<file path="config.mk">
export PLATFORM = sky130hd
export DESIGN_NAME = pipeline_ctrl_flat
export DESIGN_NICKNAME = d
export VERILOG_FILES = /design/src/rtl/pipeline_ctrl_if.sv /design/src/rtl/pipeline_ctrl.sv /design/src/flat_wrapper.sv
export SDC_FILE = /design/constraint.sdc
export NUM_CORES = 1
export LEC_CHECK = 0
export CAP_MARGIN = 5
export CORE_MARGIN = 2
export CORE_UTILIZATION = 43
export DETAILED_ROUTE_END_ITERATION = 12
export GPL_TIMING_DRIVEN = 0
export PLACE_DENSITY = 0.77
export SLEW_MARGIN = 20
export SYNTH_ARGS = -nofsm -noshare
export SYNTH_HDL_FRONTEND = slang
export SYNTH_SLANG_ARGS = --single-unit
</file>
<file path="constraint.sdc">
create_clock -name clk -period 2.3 [get_ports clk]
set_input_delay 0.46 -clock clk [delete_from_list [all_inputs] [get_ports clk]]
set_output_delay 0.46 -clock clk [all_outputs]
set_load 0.01 [all_outputs]
</file>
<file path="src/rtl/pipeline_ctrl_if.sv">
// pipeline_ctrl_if: request/response bundle between the pipeline stages and the stall/flush sequencer
// slave  : the sequencer (takes requests, drives stall/flush/divider control/counter)
// master : the pipeline side (drives requests, consumes stall/flush/divider control/counter)
interface pipeline_ctrl_if #(parameter int CNT_W = 32);
   logic             stallreq_id_i;
   logic             div_start_i;
   logic             div_ready_i;
   logic             mem_req_i;
   logic             mem_ack_i;
   logic             flush_req_i;
   logic [31:0]      flush_pc_in_i;
   logic             stall_cnt_clr_i;
   logic [5:0]       stall_o;
   logic             flush_o;
   logic [31:0]      new_pc_o;
   logic             div_cancel_o;
   logic             div_busy_o;
   logic             div_timeout_o;
   logic [CNT_W-1:0] stall_cycles_o;
   modport slave (
      input  stallreq_id_i, div_start_i, div_ready_i, mem_req_i, mem_ack_i,
             flush_req_i, flush_pc_in_i, stall_cnt_clr_i,
      output stall_o, flush_o, new_pc_o, div_cancel_o, div_busy_o, div_timeout_o,
             stall_cycles_o
   );
   modport master (
      output stallreq_id_i, div_start_i, div_ready_i, mem_req_i, mem_ack_i,
             flush_req_i, flush_pc_in_i, stall_cnt_clr_i,
      input  stall_o, flush_o, new_pc_o, div_cancel_o, div_busy_o, div_timeout_o,
             stall_cycles_o
   );
endinterface

</file>
<file path="src/rtl/pipeline_ctrl.sv">
// pipeline_ctrl: stall/flush sequencer for the 5-stage pipeline with divider timeout and stall-cycle counter
// clk   : rising-edge clock
// rst_n : asynchronous active-low reset
// bus   : pipeline_ctrl_if.slave -- stall requests (ID/EX divider/MEM bus), flush request + PC,
//         counter clear in; stall[5:0] (combinational), flush/new_pc, div_cancel/div_busy/div_timeout,
//         stall_cycles out (registered)
module pipeline_ctrl #(
   parameter int DIV_TIMEOUT = 64,
   parameter int CNT_W       = 32
) (
   input logic             clk,
   input logic             rst_n,
   pipeline_ctrl_if.slave  bus
);
   localparam int TW = $clog2(DIV_TIMEOUT) + 1;
   localparam logic [1:0] RUN      = 2'd0;
   localparam logic [1:0] DIV_WAIT = 2'd1;
   localparam logic [1:0] MEM_WAIT = 2'd2;
   localparam logic [1:0] FLUSH    = 2'd3;
   localparam logic [5:0] ST_ID  = 6'b000111;
   localparam logic [5:0] ST_EX  = 6'b001111;
   localparam logic [5:0] ST_MEM = 6'b011111;
   logic [1:0]       state_q, state_d;
   logic [TW-1:0]    tcnt_q, tcnt_d;
   logic             pend_q, pend_d;
   logic             flush_q;
   logic             busy_q;
   logic [31:0]      pc_q, pc_d;
   logic             cancel_q, cancel_d;
   logic             to_q, to_d;
   logic [CNT_W-1:0] cnt_q, cnt_d;
   logic [5:0]       stall;
   always_comb begin
      state_d  = state_q;
      tcnt_d   = tcnt_q;
      pend_d   = 1'b0;
      pc_d     = pc_q;
      cancel_d = 1'b0;
      to_d     = to_q;
      stall    = '0;
      case (state_q)
         RUN: begin
            if (bus.flush_req_i) begin
               state_d = FLUSH;
               pc_d    = bus.flush_pc_in_i;
            end else if (bus.mem_req_i && !bus.mem_ack_i) begin
               stall   = ST_MEM;
               state_d = MEM_WAIT;
            end else if (bus.div_start_i) begin
               stall   = ST_EX;
               state_d = DIV_WAIT;
               tcnt_d  = '0;
            end else if (bus.stallreq_id_i) begin
               stall   = ST_ID;
            end
         end
         DIV_WAIT: begin
            tcnt_d = tcnt_q + TW'(1);
            if (bus.flush_req_i) begin
               cancel_d = 1'b1;
               pc_d     = bus.flush_pc_in_i;
               state_d  = FLUSH;
            end else if (bus.div_ready_i) begin
               state_d  = RUN;
            end else if (tcnt_q == TW'(DIV_TIMEOUT - 1)) begin
               to_d     = 1'b1;
               cancel_d = 1'b1;
               state_d  = RUN;
            end else begin
               stall    = ST_EX;
            end
         end
         MEM_WAIT: begin
            // a flush arriving on the ack cycle itself still counts as pending
            pc_d    = bus.flush_req_i ? bus.flush_pc_in_i : pc_q;
            pend_d  = !bus.mem_ack_i && (pend_q || bus.flush_req_i);
            stall   = bus.mem_ack_i ? '0 : ST_MEM;
            state_d = !bus.mem_ack_i ? MEM_WAIT : (pend_q || bus.flush_req_i) ? FLUSH : RUN;
         end
         default: begin
            pc_d    = bus.flush_req_i ? bus.flush_pc_in_i : pc_q;
            state_d = bus.flush_req_i ? FLUSH : RUN;
         end
      endcase
      cnt_d = bus.stall_cnt_clr_i ? '0 : (|stall && !(&cnt_q)) ? cnt_q + CNT_W'(1) : cnt_q;
   end
   always_ff @(posedge clk or negedge rst_n) begin
      if (!rst_n) begin
         state_q  <= RUN;
         tcnt_q   <= '0;
         pend_q   <= 1'b0;
         flush_q  <= 1'b0;
         busy_q   <= 1'b0;
         pc_q     <= '0;
         cancel_q <= 1'b0;
         to_q     <= 1'b0;
         cnt_q    <= '0;
      end else begin
         state_q  <= state_d;
         tcnt_q   <= tcnt_d;
         pend_q   <= pend_d;
         flush_q  <= state_d == FLUSH;
         busy_q   <= state_d == DIV_WAIT;
         pc_q     <= pc_d;
         cancel_q <= cancel_d;
         to_q     <= to_d;
         cnt_q    <= cnt_d;
      end
   end
   assign bus.stall_o        = stall;
   assign bus.flush_o        = flush_q;
   assign bus.new_pc_o       = pc_q;
   assign bus.div_cancel_o   = cancel_q;
   assign bus.div_busy_o     = busy_q;
   assign bus.div_timeout_o  = to_q;
   assign bus.stall_cycles_o = cnt_q;
endmodule

</file>
<file path="src/flat_wrapper.sv">
// flat-port wrapper written by rule: the top's interface ports become plain ports
module pipeline_ctrl_flat 
#(
   parameter int DIV_TIMEOUT = 64,
   parameter int CNT_W       = 32
)
  (clk, rst_n, bus_stallreq_id_i, bus_div_start_i, bus_div_ready_i, bus_mem_req_i, bus_mem_ack_i, bus_flush_req_i, bus_flush_pc_in_i, bus_stall_cnt_clr_i, bus_stall_o, bus_flush_o, bus_new_pc_o, bus_div_cancel_o, bus_div_busy_o, bus_div_timeout_o, bus_stall_cycles_o);
  pipeline_ctrl_if #(.CNT_W(CNT_W)) bus_i ();
  input logic clk;
  input logic rst_n;
  input wire logic [$bits(bus_i.stallreq_id_i)-1:0] bus_stallreq_id_i;
  input wire logic [$bits(bus_i.div_start_i)-1:0] bus_div_start_i;
  input wire logic [$bits(bus_i.div_ready_i)-1:0] bus_div_ready_i;
  input wire logic [$bits(bus_i.mem_req_i)-1:0] bus_mem_req_i;
  input wire logic [$bits(bus_i.mem_ack_i)-1:0] bus_mem_ack_i;
  input wire logic [$bits(bus_i.flush_req_i)-1:0] bus_flush_req_i;
  input wire logic [$bits(bus_i.flush_pc_in_i)-1:0] bus_flush_pc_in_i;
  input wire logic [$bits(bus_i.stall_cnt_clr_i)-1:0] bus_stall_cnt_clr_i;
  output wire logic [$bits(bus_i.stall_o)-1:0] bus_stall_o;
  output wire logic [$bits(bus_i.flush_o)-1:0] bus_flush_o;
  output wire logic [$bits(bus_i.new_pc_o)-1:0] bus_new_pc_o;
  output wire logic [$bits(bus_i.div_cancel_o)-1:0] bus_div_cancel_o;
  output wire logic [$bits(bus_i.div_busy_o)-1:0] bus_div_busy_o;
  output wire logic [$bits(bus_i.div_timeout_o)-1:0] bus_div_timeout_o;
  output wire logic [$bits(bus_i.stall_cycles_o)-1:0] bus_stall_cycles_o;
  assign bus_i.stallreq_id_i = bus_stallreq_id_i;
  assign bus_i.div_start_i = bus_div_start_i;
  assign bus_i.div_ready_i = bus_div_ready_i;
  assign bus_i.mem_req_i = bus_mem_req_i;
  assign bus_i.mem_ack_i = bus_mem_ack_i;
  assign bus_i.flush_req_i = bus_flush_req_i;
  assign bus_i.flush_pc_in_i = bus_flush_pc_in_i;
  assign bus_i.stall_cnt_clr_i = bus_stall_cnt_clr_i;
  assign bus_stall_o = bus_i.stall_o;
  assign bus_flush_o = bus_i.flush_o;
  assign bus_new_pc_o = bus_i.new_pc_o;
  assign bus_div_cancel_o = bus_i.div_cancel_o;
  assign bus_div_busy_o = bus_i.div_busy_o;
  assign bus_div_timeout_o = bus_i.div_timeout_o;
  assign bus_stall_cycles_o = bus_i.stall_cycles_o;
  pipeline_ctrl #(.DIV_TIMEOUT(DIV_TIMEOUT), .CNT_W(CNT_W)) u_core (.clk(clk), .rst_n(rst_n), .bus(bus_i));
endmodule
</file>
# == After elaboration in Yosys (flattened, before gate mapping) ==
# Cells that the tools add are included.
# classes
n_bitwise,2
n_eq_ne,8
add_sub_neg,2
mux,30
n_reduce_logical,13
# op_table
op,n
$mux 32,2
$add 32x1->32 const B,1
$reduce_and 32->1,1
$mux 6,5
$mux 7,3
$mux 2,9
$pmux 6 s3,1
$pmux 7 s2,1
$reduce_and 4->1,2
$add 7x1->7 const B,1
$eq 7x6->1 const B,1
$ne 2x2->1 const B,3
$pmux 2 s3,1
$reduce_or 6->1,1
$mux 1,5
$mux 5,1
$eq 2x1->1 const B,2
$eq 2x2->1 const B,2
$mux 4,1
$reduce_bool 2->1,2
$logic_and 1x1->1,3
$mux 3,1
$logic_not 1->1,2
$logic_not 2->1,1
other kinds (2),3
# word_totals
register_bits,78
out_inout_bits,74

# == Depth between registers and ports, before layout ==
# Gate-level depths: netlist of the first run.
# logic_depth
word_depth,9
mapped_depth,9
depth_no_buf,7

# == Worst setup path before layout of the first run ==
# OpenSTA, ideal clock, no wires.
# synth_path
path_kind,reg-to-output
start,reg u_core.tcnt_q[0]
end,out bus_stall_o[1]
path_buffers,2
arrival_time_ps,1942
slack_ps,-102
path_stages_with_launch,8
required_time_ps,1840
path_cell_list,dfrtp_1 > ha_1 > nand2_1 > o41a_2 > nor3_2 > buf_2 > inv_2 > buf_4
# synth_via
elab_chain_cells,5
# synth_lines
item,line_no,rtl
start: declaration,pipeline_ctrl.sv:24,"logic [TW-1:0] tcnt_q, tcnt_d;"
start signal: assignment,pipeline_ctrl.sv:100,tcnt_q <= tcnt_d;
$eq 7x6->1,pipeline_ctrl.sv:65,end else if (tcnt_q == TW'(DIV_TIMEOUT - 1)) begin
$mux 4,pipeline_ctrl.sv:65,
$mux 6,pipeline_ctrl.sv:63,end else if (bus.div_ready_i) begin
$mux 6,pipeline_ctrl.sv:59,if (bus.flush_req_i) begin
$pmux 6 s3,pipeline_ctrl.sv:41,case (state_q)
end: declaration,flat_wrapper.sv:19,output wire logic [$bits(bus_i.stall_o)-1:0] bus_stall_o;
# No other way between the ends.

# == Worst setup path in the final report of the first run ==
# layout_path
start,in bus_mem_req_i
end,out bus_stall_o[2]
# layout_via
elab_chain_cells,4
# layout_lines
item,line_no,rtl
start: declaration,flat_wrapper.sv:14,input wire logic [$bits(bus_i.mem_req_i)-1:0] bus_mem_req_i;
$logic_and 1x1->1,pipeline_ctrl.sv:46,end else if (bus.mem_req_i && !bus.mem_ack_i) begin
$mux 6,pipeline_ctrl.sv:46,
$mux 6,pipeline_ctrl.sv:43,if (bus.flush_req_i) begin
$pmux 6 s3,pipeline_ctrl.sv:41,
# No other way between the ends.

==> summary.txt, run 1 <==
Outcome = complete, but fails checks
Failing checks = negative setup slack
Yosys reg bits = 78
Diodes inserted = 0
Synth unique cells = 52
Slew Limit Fails = 0
Peak Freq = 410 MHz
Final worst setup slack = -0.136 ns
DR vias = 3557
Crit Path Category = in -> out
CTS tree = yes
Placed inst area = 0.00515 mm2
Simple-Gate Fraction of Synth Area = 0.183
Initial DRC count = 136
Syn Nets = 405
Least-Margin Pin Slew = 0.560 ns
Leakage = 2.30 nW
Met1 Track Usage GR = 0.263
Register area = 0.00196 mm2
Sequential share of the synthesized area = 0.507
Post-detail-place hpwl = 6.96 mm
Die Height = 98.6 um
FILL cells = 668
H-tree levels = 3
EDFF count, synth = 0
Total track usage = 0.211
Largest cells by area after synthesis = dfrtp_1, mux2_2, o31ai_1
Global-route met3 utilization = 0.0667
Routed len/inst = 16.3 um
Final GP Congestion = 0.835
CTS root buffer = clkbuf_8
Grt met2 use = 0.350
CP Launch Type = input port
Async SR Flop Fraction = 1.00
Clk sinks = 78
Most frequent cells in the layout = clkdlybuf4s50_1, dfrtp_1, mux2_2, buf_4, a21oi_1
Remaining DRCs = 0
Endpoints failing hold = 0
Gr busiest metal = met2
TritonRoute pass-1 iters = 4
Port bufs = 113
Power density over the cells = 584 mW/mm2
RSZ-0062 raised after global routing = true
Crit end category = primary output
VDD IR-drop max = 0.604 mV
Final min period = 2.44 ns
Main synth FF type = dfrtp_1
Layout cells sized above 1 = 0.231
Max-Cap Viols = 0
Area fraction in compound gates after synthesis = 0.147
Initial antenna violation count = 0
Rows = 34
Post-synthesis cell type with the largest combined area = dfrtp_1
Vias per cell = 5.66
ANT nets after route = 0
Synth top area share = 0.507
Footprint of the multi-input gates = 0.00184 mm2
Yosys synthesis warning count = 0
Power Total = 3.32 mW
Final WL = 10.3 mm
Number of global-route vias before repair = 3524
I/O Pins = 115
Starting Density = 0.441
Fin area = 0.00568 mm2
Num CTS Buffers = 9
Syn_area_per_cell = 10.6 um2
Main combinational cell family by area after synthesis = simple AND/OR/NAND/NOR gates
Pre-CTS setup slack = -1.04 ns
Synth Area in XOR/XNOR = 0
Largest net degree at the start of global routing = 58
Clk Latency, worst-skew pair = 0.35 ns
Post-Synth Adder-Cell Area = 0.00650
Area growth from synthesis to layout = 47.6%
Die Area = 0.00973 mm2
Grt ovf = 0
Clk buf depth = 2
Die Width = 98.6 um
Arrival @ worst endpoint = 1.98 ns
Max Clock Skew = 0.00863 ns
Fin crit share = 1.06
Crit-path max FO = 8
Core ar. = 0.00872 mm2
Hold Path Class = reg -> reg
Synth Cell Area = 0.00385 mm2
Final nets = 558
Commonest non-fill, non-tap cell in the layout = clkdlybuf4s50_1
CP required = 1.84 ns
Setup Viol. Count Final = 4
Global-route wire length before repair = 16.6 mm
Slew HR = 0.626
Mapped Cells = 362
Clk slew on worst S/H paths = 0.08 ns
Post-synthesis mux area share = 0.115
through the flow:
| step | hold slack [ns] | std cells | TNS, ns | util |
|---|---|---|---|---|
| 2_1_floorplan | 0.164 | 362 | 0 | - |
| 3_3_place_gp | 0.444 | 583 | -175.73 | 0.588 |
| 3_5_place_dp | 0.377 | 584 | -21.87 | 0.591 |
| 4_1_cts | 0.475 | 618 | -0.311 | 0.637 |
| 5_1_grt | 0.504 | 628 | -0.807 | 0.652 |
| 6_report | 0.472 | 628 | -0.342 | 0.652 |
flip-flops by register name, indices dropped and copies added (netlist names):
| register | flops |
|---|---|
| u_core.bus.flush_o | 1 |
| u_core.bus.div_timeout_o | 1 |
| u_core.bus.div_busy_o | 1 |
| u_core.pend_q | 1 |
| u_core.state_q | 2 |
| u_core.bus.new_pc_o | 32 |
| u_core.bus.stall_cycles_o | 32 |
| u_core.tcnt_q | 7 |
| u_core.bus.div_cancel_o | 1 |
power breakdown:
| group | switching, mW | internal, mW |
|---|---|---|
| Clock | 0.521 | 0.502 |
| Combinational | 0.324 | 0.428 |
| Sequential | 0.0726 | 1.47 |
final cells by class:
cell class              instances  area share
clock inverters                 5      0.0106
multi-input cells             251       0.324
plain buffers                  21      0.0269
repair buffers                142       0.239
clock buffers                  11      0.0231
flip-flops and latches         78       0.344
well taps                     108      0.0238
inverters                      12     0.00881
cells in the mapped netlist, types with 4 or more instances:
master and instances:
a31oi_1 4, a21oi_1 27, buf_4 5, nand2_1 19, and3_1 5, or3_1 5, nand3_1 15, or4_1 15
buf_2 5, nand2b_1 4, mux2_2 36, o31ai_1 19, nor4_1 7, nand4_1 5, inv_1 10, a21o_1 4
nor2_1 23, o21ai_0 13, nor2b_1 10, dfrtp_1 78, clkbuf_1 7
cell families after synthesis:
group,after synthesis
muxes,39
and+or+nand+nor,124
buffers and inverters,33
AOI/OAI and AO/OA,85
other,1
adders and majority gates,2
DFF,78
repair_timing:
| action | in CTS | in global routing |
|---|---|---|
| endpoints found under the hold margin | 19 | 0 |
| gates resized for setup | 43 | 15 |
| setup endpoints to repair | 32 | 28 |
| setup buffers | 17 | 10 |
| pin swaps | 6 | 4 |
| hold buffers | 1 | 0 |
per-layer routing:
metal,routed length [um],up-vias,share of wire
met5,0,-,0
met4,124,0,0.012
met3,792,14,0.077
met2,5080,153,0.50
met1,4260,1739,0.42
li1,-,1651,-
worst paths after layout:
kind,depth (start not counted),to,startpoint,slack [ns]
worst max-delay path,9,bus_stall_o[2],bus_mem_req_i,-0.14
worst min register to register,1,u_core.bus.div_timeout_o$_DFFE_PN0P_,u_core.bus.div_timeout_o$_DFFE_PN0P_,0.47
max in group asynchronous,3,u_core.state_q[1]$_DFF_PN0_,rst_n,1.17
worst max register to register,7,u_core.bus.stall_cycles_o[30]$_DFFE_PN0P_,u_core.tcnt_q[1]$_DFFE_PN0P_,0.06
worst min-delay path,1,u_core.bus.div_timeout_o$_DFFE_PN0P_,u_core.bus.div_timeout_o$_DFFE_PN0P_,0.47
min in group asynchronous,2,u_core.bus.stall_cycles_o[3]$_DFFE_PN0P_,rst_n,0.54
critical path, stage by stage:
cell	delay [ns]
clkdlybuf4s50_1	0.41
nor2b_1	0.14
o21a_1	0.19
buf_6	0.15
nor3_4	0.23
buf_6	0.15
inv_6	0.04
buf_6	0.10
buf_6	0.11
Power figures use the tool's default switching activity.
==> inputs of run 2 (changes only) <==
Settings changed: HOLD_SLACK_MARGIN set to 0.1, SETUP_SLACK_MARGIN set to 0.05.
==> run 2 against run 1 <==
Compared with the run above: the run still ends with negative setup slack left; maximum frequency fell by 3.6%; core utilization rose by 5.5 points; routed wire length rose by 14%; clock skew rose by 0.0028 ns; non-clock buffer count rose by 25; clock-buffer cell count fell by 2; global-route usage rose by 1.3 points; clock power fell by 5%; first-iteration DRC count rose by 66%; via count rose by 5.8%; register-to-register slack got worse by 0.04 ns.
==> summary.txt, run 2 (synthesis gave the netlist of run 1 again) <==
Routed len/inst = 18.0 um
CP required = 1.84 ns
Rows = 34
Initial antenna violation count = 0
Die Width = 98.6 um
Final core occ = 0.706
Die Height = 98.6 um
Port bufs = 113
Cells on worst reg2reg path = 10
Final worst setup slack = -0.227 ns
Worst hold path endpoint = u_core.bus.div_timeout_o$_DFFE_PN0P_
FILL cells = 576
R2R Path Start = u_core.tcnt_q[0]$_DFFE_PN0P_
Clk Latency, worst-skew pair = 0.36 ns
Global-route wire length before repair = 17.5 mm
Initial DRC count = 226
Clk sinks = 78
Starting Density = 0.441
Area growth from synthesis to layout = 60.0%
Failing checks = negative setup slack
Final WL = 11.7 mm
HP Start = u_core.bus.div_timeout_o$_DFFE_PN0P_
Num CTS Buffers = 9
R2r setup slk = 0.02 ns
Met1 Track Usage GR = 0.288
Hold path depth = 1
Final GP Congestion = 0.849
Remaining DRCs = 0
Final min period = 2.53 ns
H-tree levels = 3
Most frequent cells in the layout = clkdlybuf4s50_1, dfrtp_1, buf_4, mux2_2, a21oi_1
Max Clock Skew = 0.0114 ns
Number of global-route vias before repair = 3523
I/O Pins = 115
Least-Margin Pin Slew = 0.568 ns
Worst setup startpoint = bus_mem_req_i
ANT nets after route = 0
DR vias = 3762
Max-Cap Viols = 0
Fin area = 0.00616 mm2
Hold slack = 0.463 ns
Endpoints failing hold = 0
Post-detail-place hpwl = 7.29 mm
Clk slew on worst S/H paths = 0.09 ns
Die Area = 0.00973 mm2
Commonest non-fill, non-tap cell in the layout = clkdlybuf4s50_1
CTS tree = yes
Gr busiest metal = met2
Core ar. = 0.00872 mm2
Arrival @ worst endpoint = 2.07 ns
Leakage = 2.51 nW
Slew Limit Fails = 0
Slew HR = 0.622
Layout cells sized above 1 = 0.317
Crit-path max FO = 8
Diodes inserted = 0
Peak Freq = 396 MHz
Largest net degree at the start of global routing = 57
Power Total = 3.32 mW
VDD IR-drop max = 0.340 mV
TritonRoute pass-1 iters = 5
Crit end category = primary output
CTS root buffer = clkbuf_8
Setup Viol. Count Final = 4
Placed Cells = 584
RSZ-0062 raised after global routing = true
Vias per cell = 5.76
Global-route met3 utilization = 0.0582
Grt met2 use = 0.365
Pre-CTS setup slack = -1.04 ns
Grt ovf = 0
Power density over the cells = 539 mW/mm2
Setup TNS = -0.711 ns
Hold Path Class = reg -> reg
CP Launch Type = input port
Worst r2r dst = u_core.bus.stall_cycles_o[17]$_DFFE_PN0P_
Clk buf depth = 2
Crit Path Category = in -> out
Outcome = complete, but fails checks
Total track usage = 0.223
Placed inst area = 0.00516 mm2
Final nets = 583
Final Non-Filler Cells = 653
Fin crit share = 1.10
-- run 2: final cells by class --
type / count / area (um2) / area share
Clock buffer: 9 / 124 / 0.0201
Buffer: 21 / 178 / 0.0288
Tap cell: 108 / 135 / 0.0219
Inverter: 12 / 47.5 / 0.00772
Clock inverter: 7 / 57.6 / 0.00934
Multi-Input combinational cell: 251 / 2050 / 0.333
Timing Repair Buffer: 167 / 1600 / 0.260
Sequential cell: 78 / 1960 / 0.318
-- run 2: power breakdown --
part,leakage [nW],total (mW),internal (mW),switching (mW)
registers,0.995,1.55,1.47,0.0802
clock network,0.0824,0.966,0.403,0.563
logic,1.43,0.803,0.450,0.353
total,2.51,3.32,2.33,0.996
-- run 2: worst max path at each step --
stage                                              end  slack (ns)
floorplan                               bus_stall_o[1]        0.06
CTS                                     bus_stall_o[2]       -0.18
detailed placement                      bus_stall_o[2]       -1.04
global placement    u_core.bus.new_pc_o[8]$_DFFE_PN0P_       -2.04
finish                                  bus_stall_o[1]       -0.23
global route                            bus_stall_o[1]       -0.27
-- run 2: worst max-delay path, cell delays in order --
cell             delay (ns)
clkdlybuf4s50_1        0.41
nor2b_1                0.14
o21a_1                 0.17
buf_4                  0.18
nor3_4                 0.28
buf_6                  0.16
inv_4                  0.04
buf_6                  0.10
buf_6                  0.11
-- run 2: layer usage --
metal / vias up / wire, um
met2: 192 / 5820
li1: 1695 / -
met4: 0 / 189
met3: 20 / 951
met5: - / 0
met1: 1855 / 4770
-- run 2: repair_timing --
item,CTS,global route
buffers inserted,28,23
hold buffers,1,0
gates resized for setup,52,55
hold endpoints to repair,22,0
gates cloned,0,1
endpoints found under the setup margin,34,29
pin swaps,7,24
==> inputs of run 3 (changes only) <==
Settings changed: CORE_ASPECT_RATIO set to 0.8.
==> run 3 against run 2 <==
Compared with the run above: the run still ends with negative setup slack left; core utilization fell by 0.22 points; final cell count fell by 1.1%; total power rose by 9.0%; largest cell class unchanged; largest power group unchanged; clock-buffer cell count rose by 1.
==> summary.txt, run 3 (synthesis gave the netlist of run 1 again) <==
DR vias = 3764
Starting Density = 0.448
Grt ovf = 0
Initial antenna violation count = 0
Crit-path max FO = 5
FILL cells = 602
Diodes inserted = 0
I/O Pins = 115
Number of global-route vias before repair = 3493
Failing checks = negative setup slack
CP Launch Type = flop
Crit Path Category = reg -> out
Setup Viol. Count Final = 5
Peak Freq = 404 MHz
CTS tree = yes
CTS root buffer = clkbuf_8
Initial DRC count = 308
Slew Limit Fails = 0
Clk buf depth = 2
Leakage = 2.47 nW
Final nets = 573
Port bufs = 113
Post-detail-place hpwl = 7.34 mm
Clk slew on worst S/H paths = 0.09 ns
Vias per cell = 5.83
Crit end category = primary output
Placed inst area = 0.00516 mm2
Fin area = 0.00605 mm2
Layout cells sized above 1 = 0.292
Num CTS Buffers = 9
ANT nets after route = 0
Final WL = 12.1 mm
Endpoints failing hold = 0
Rows = 30
Largest net degree at the start of global routing = 43
CP peak stage delay = 0.47 ns
Die Height = 88.6 um
Max Clock Skew = 0.0161 ns
RSZ-0062 raised after global routing = true
Die Width = 110 um
Remaining DRCs = 0
Total track usage = 0.231
Commonest non-fill, non-tap cell in the layout = clkdlybuf4s50_1
Least-Margin Pin Slew = 0.618 ns
Most frequent cells in the layout = clkdlybuf4s50_1, dfrtp_1, buf_4, mux2_2, a21oi_1
Crit path buf inv count = 4
Arrival @ worst endpoint = 2.02 ns
Final core occ = 0.704
Critical path's slowest cell = o41a_4
Final min period = 2.48 ns
CP delay by family, top = compound AO/OA/AOI/OAI gates
Final worst setup slack = -0.178 ns
Routed len/inst = 18.7 um
Power density over the cells = 598 mW/mm2
CP Cell Sequence = nand2_2, o41a_4, nor3_4, buf_6, inv_4, buf_6, buf_6
CP most frequent cell = buf_6
Outcome = complete, but fails checks
Clk Latency, worst-skew pair = 0.36 ns
Fin crit share = 1.08
Die Area = 0.00973 mm2
Power Total = 3.62 mW
Max-Cap Viols = 0
CP required = 1.84 ns
Clk sinks = 78
Final GP Congestion = 0.853
TritonRoute pass-1 iters = 5
Global-route wire length before repair = 17.3 mm
Hold Path Class = reg -> reg
Area growth from synthesis to layout = 57.2%
H-tree levels = 3
Core ar. = 0.00860 mm2
Slew HR = 0.588
VDD IR-drop max = 0.353 mV
==> run 3: timing repair <==
action,4_1_cts,5_1_grt
cloned,0,3
hold endpoints to repair,36,0
resized for setup,50,44
hold buffers,1,0
setup endpoints to repair,33,25
pin swaps,7,15
buffers inserted,23,17
==> run 3: layout make-up <==
cell class	count	area, um2	share of cell area
buffer	20	169	0.0279
multi-input combinational	251	2000	0.331
sequential	78	1960	0.323
inverter	12	47.5	0.00785
clock buffer	10	138	0.0227
clock inverter	5	106	0.0176
timing repair buffer	158	1500	0.247
tap	112	140	0.0231
==> run 3: metal layers <==
layer  global-route usage  wire (um)  up-vias  part of all wire
li1                     -          -     1678                 -
met1                0.325       5030     1876              0.42
met5                    0          0        -                 0
met4               0.0794        303        0             0.025
met2                0.349       5780      172              0.48
met3               0.0582        935       38             0.078
==> run 3: final timing paths <==
| kind | start | end | slack [ns] | cells after the start |
|---|---|---|---|---|
| max reg2reg | u_core.tcnt_q[4]$_DFFE_PN0P_ | u_core.bus.stall_cycles_o[20]$_DFFE_PN0P_ | -0.02 | 7 |
| min reg2reg | u_core.bus.div_timeout_o$_DFFE_PN0P_ | u_core.bus.div_timeout_o$_DFFE_PN0P_ | 0.48 | 1 |
| max | u_core.tcnt_q[4]$_DFFE_PN0P_ | bus_stall_o[1] | -0.18 | 7 |
| min in group asynchronous | rst_n | u_core.bus.stall_cycles_o[3]$_DFFE_PN0P_ | 0.60 | 2 |
| max in group asynchronous | rst_n | u_core.state_q[1]$_DFF_PN0_ | 1.07 | 3 |
| min | u_core.bus.div_timeout_o$_DFFE_PN0P_ | u_core.bus.div_timeout_o$_DFFE_PN0P_ | 0.48 | 1 |
==> run 3: metrics by stage <==
stage,setup slack [ns],cells,setup TNS [ns],hold slack (ns)
detailed placement,-1.01,588,-21.58,0.458
floorplan,0.0597,362,0,0.164
global placement,-2.05,587,-178.96,0.451
CTS,-0.199,627,-0.683,0.479
finish,-0.178,646,-0.630,0.476
global route,-0.231,646,-1.02,0.508
==> run 3: report_power, final <==
group | switching, mW | leakage, nW | internal, mW
logic | 0.353 | 1.35 | 0.437
registers | 0.0834 | 1.00 | 1.47
clock network | 0.526 | 0.119 | 0.749
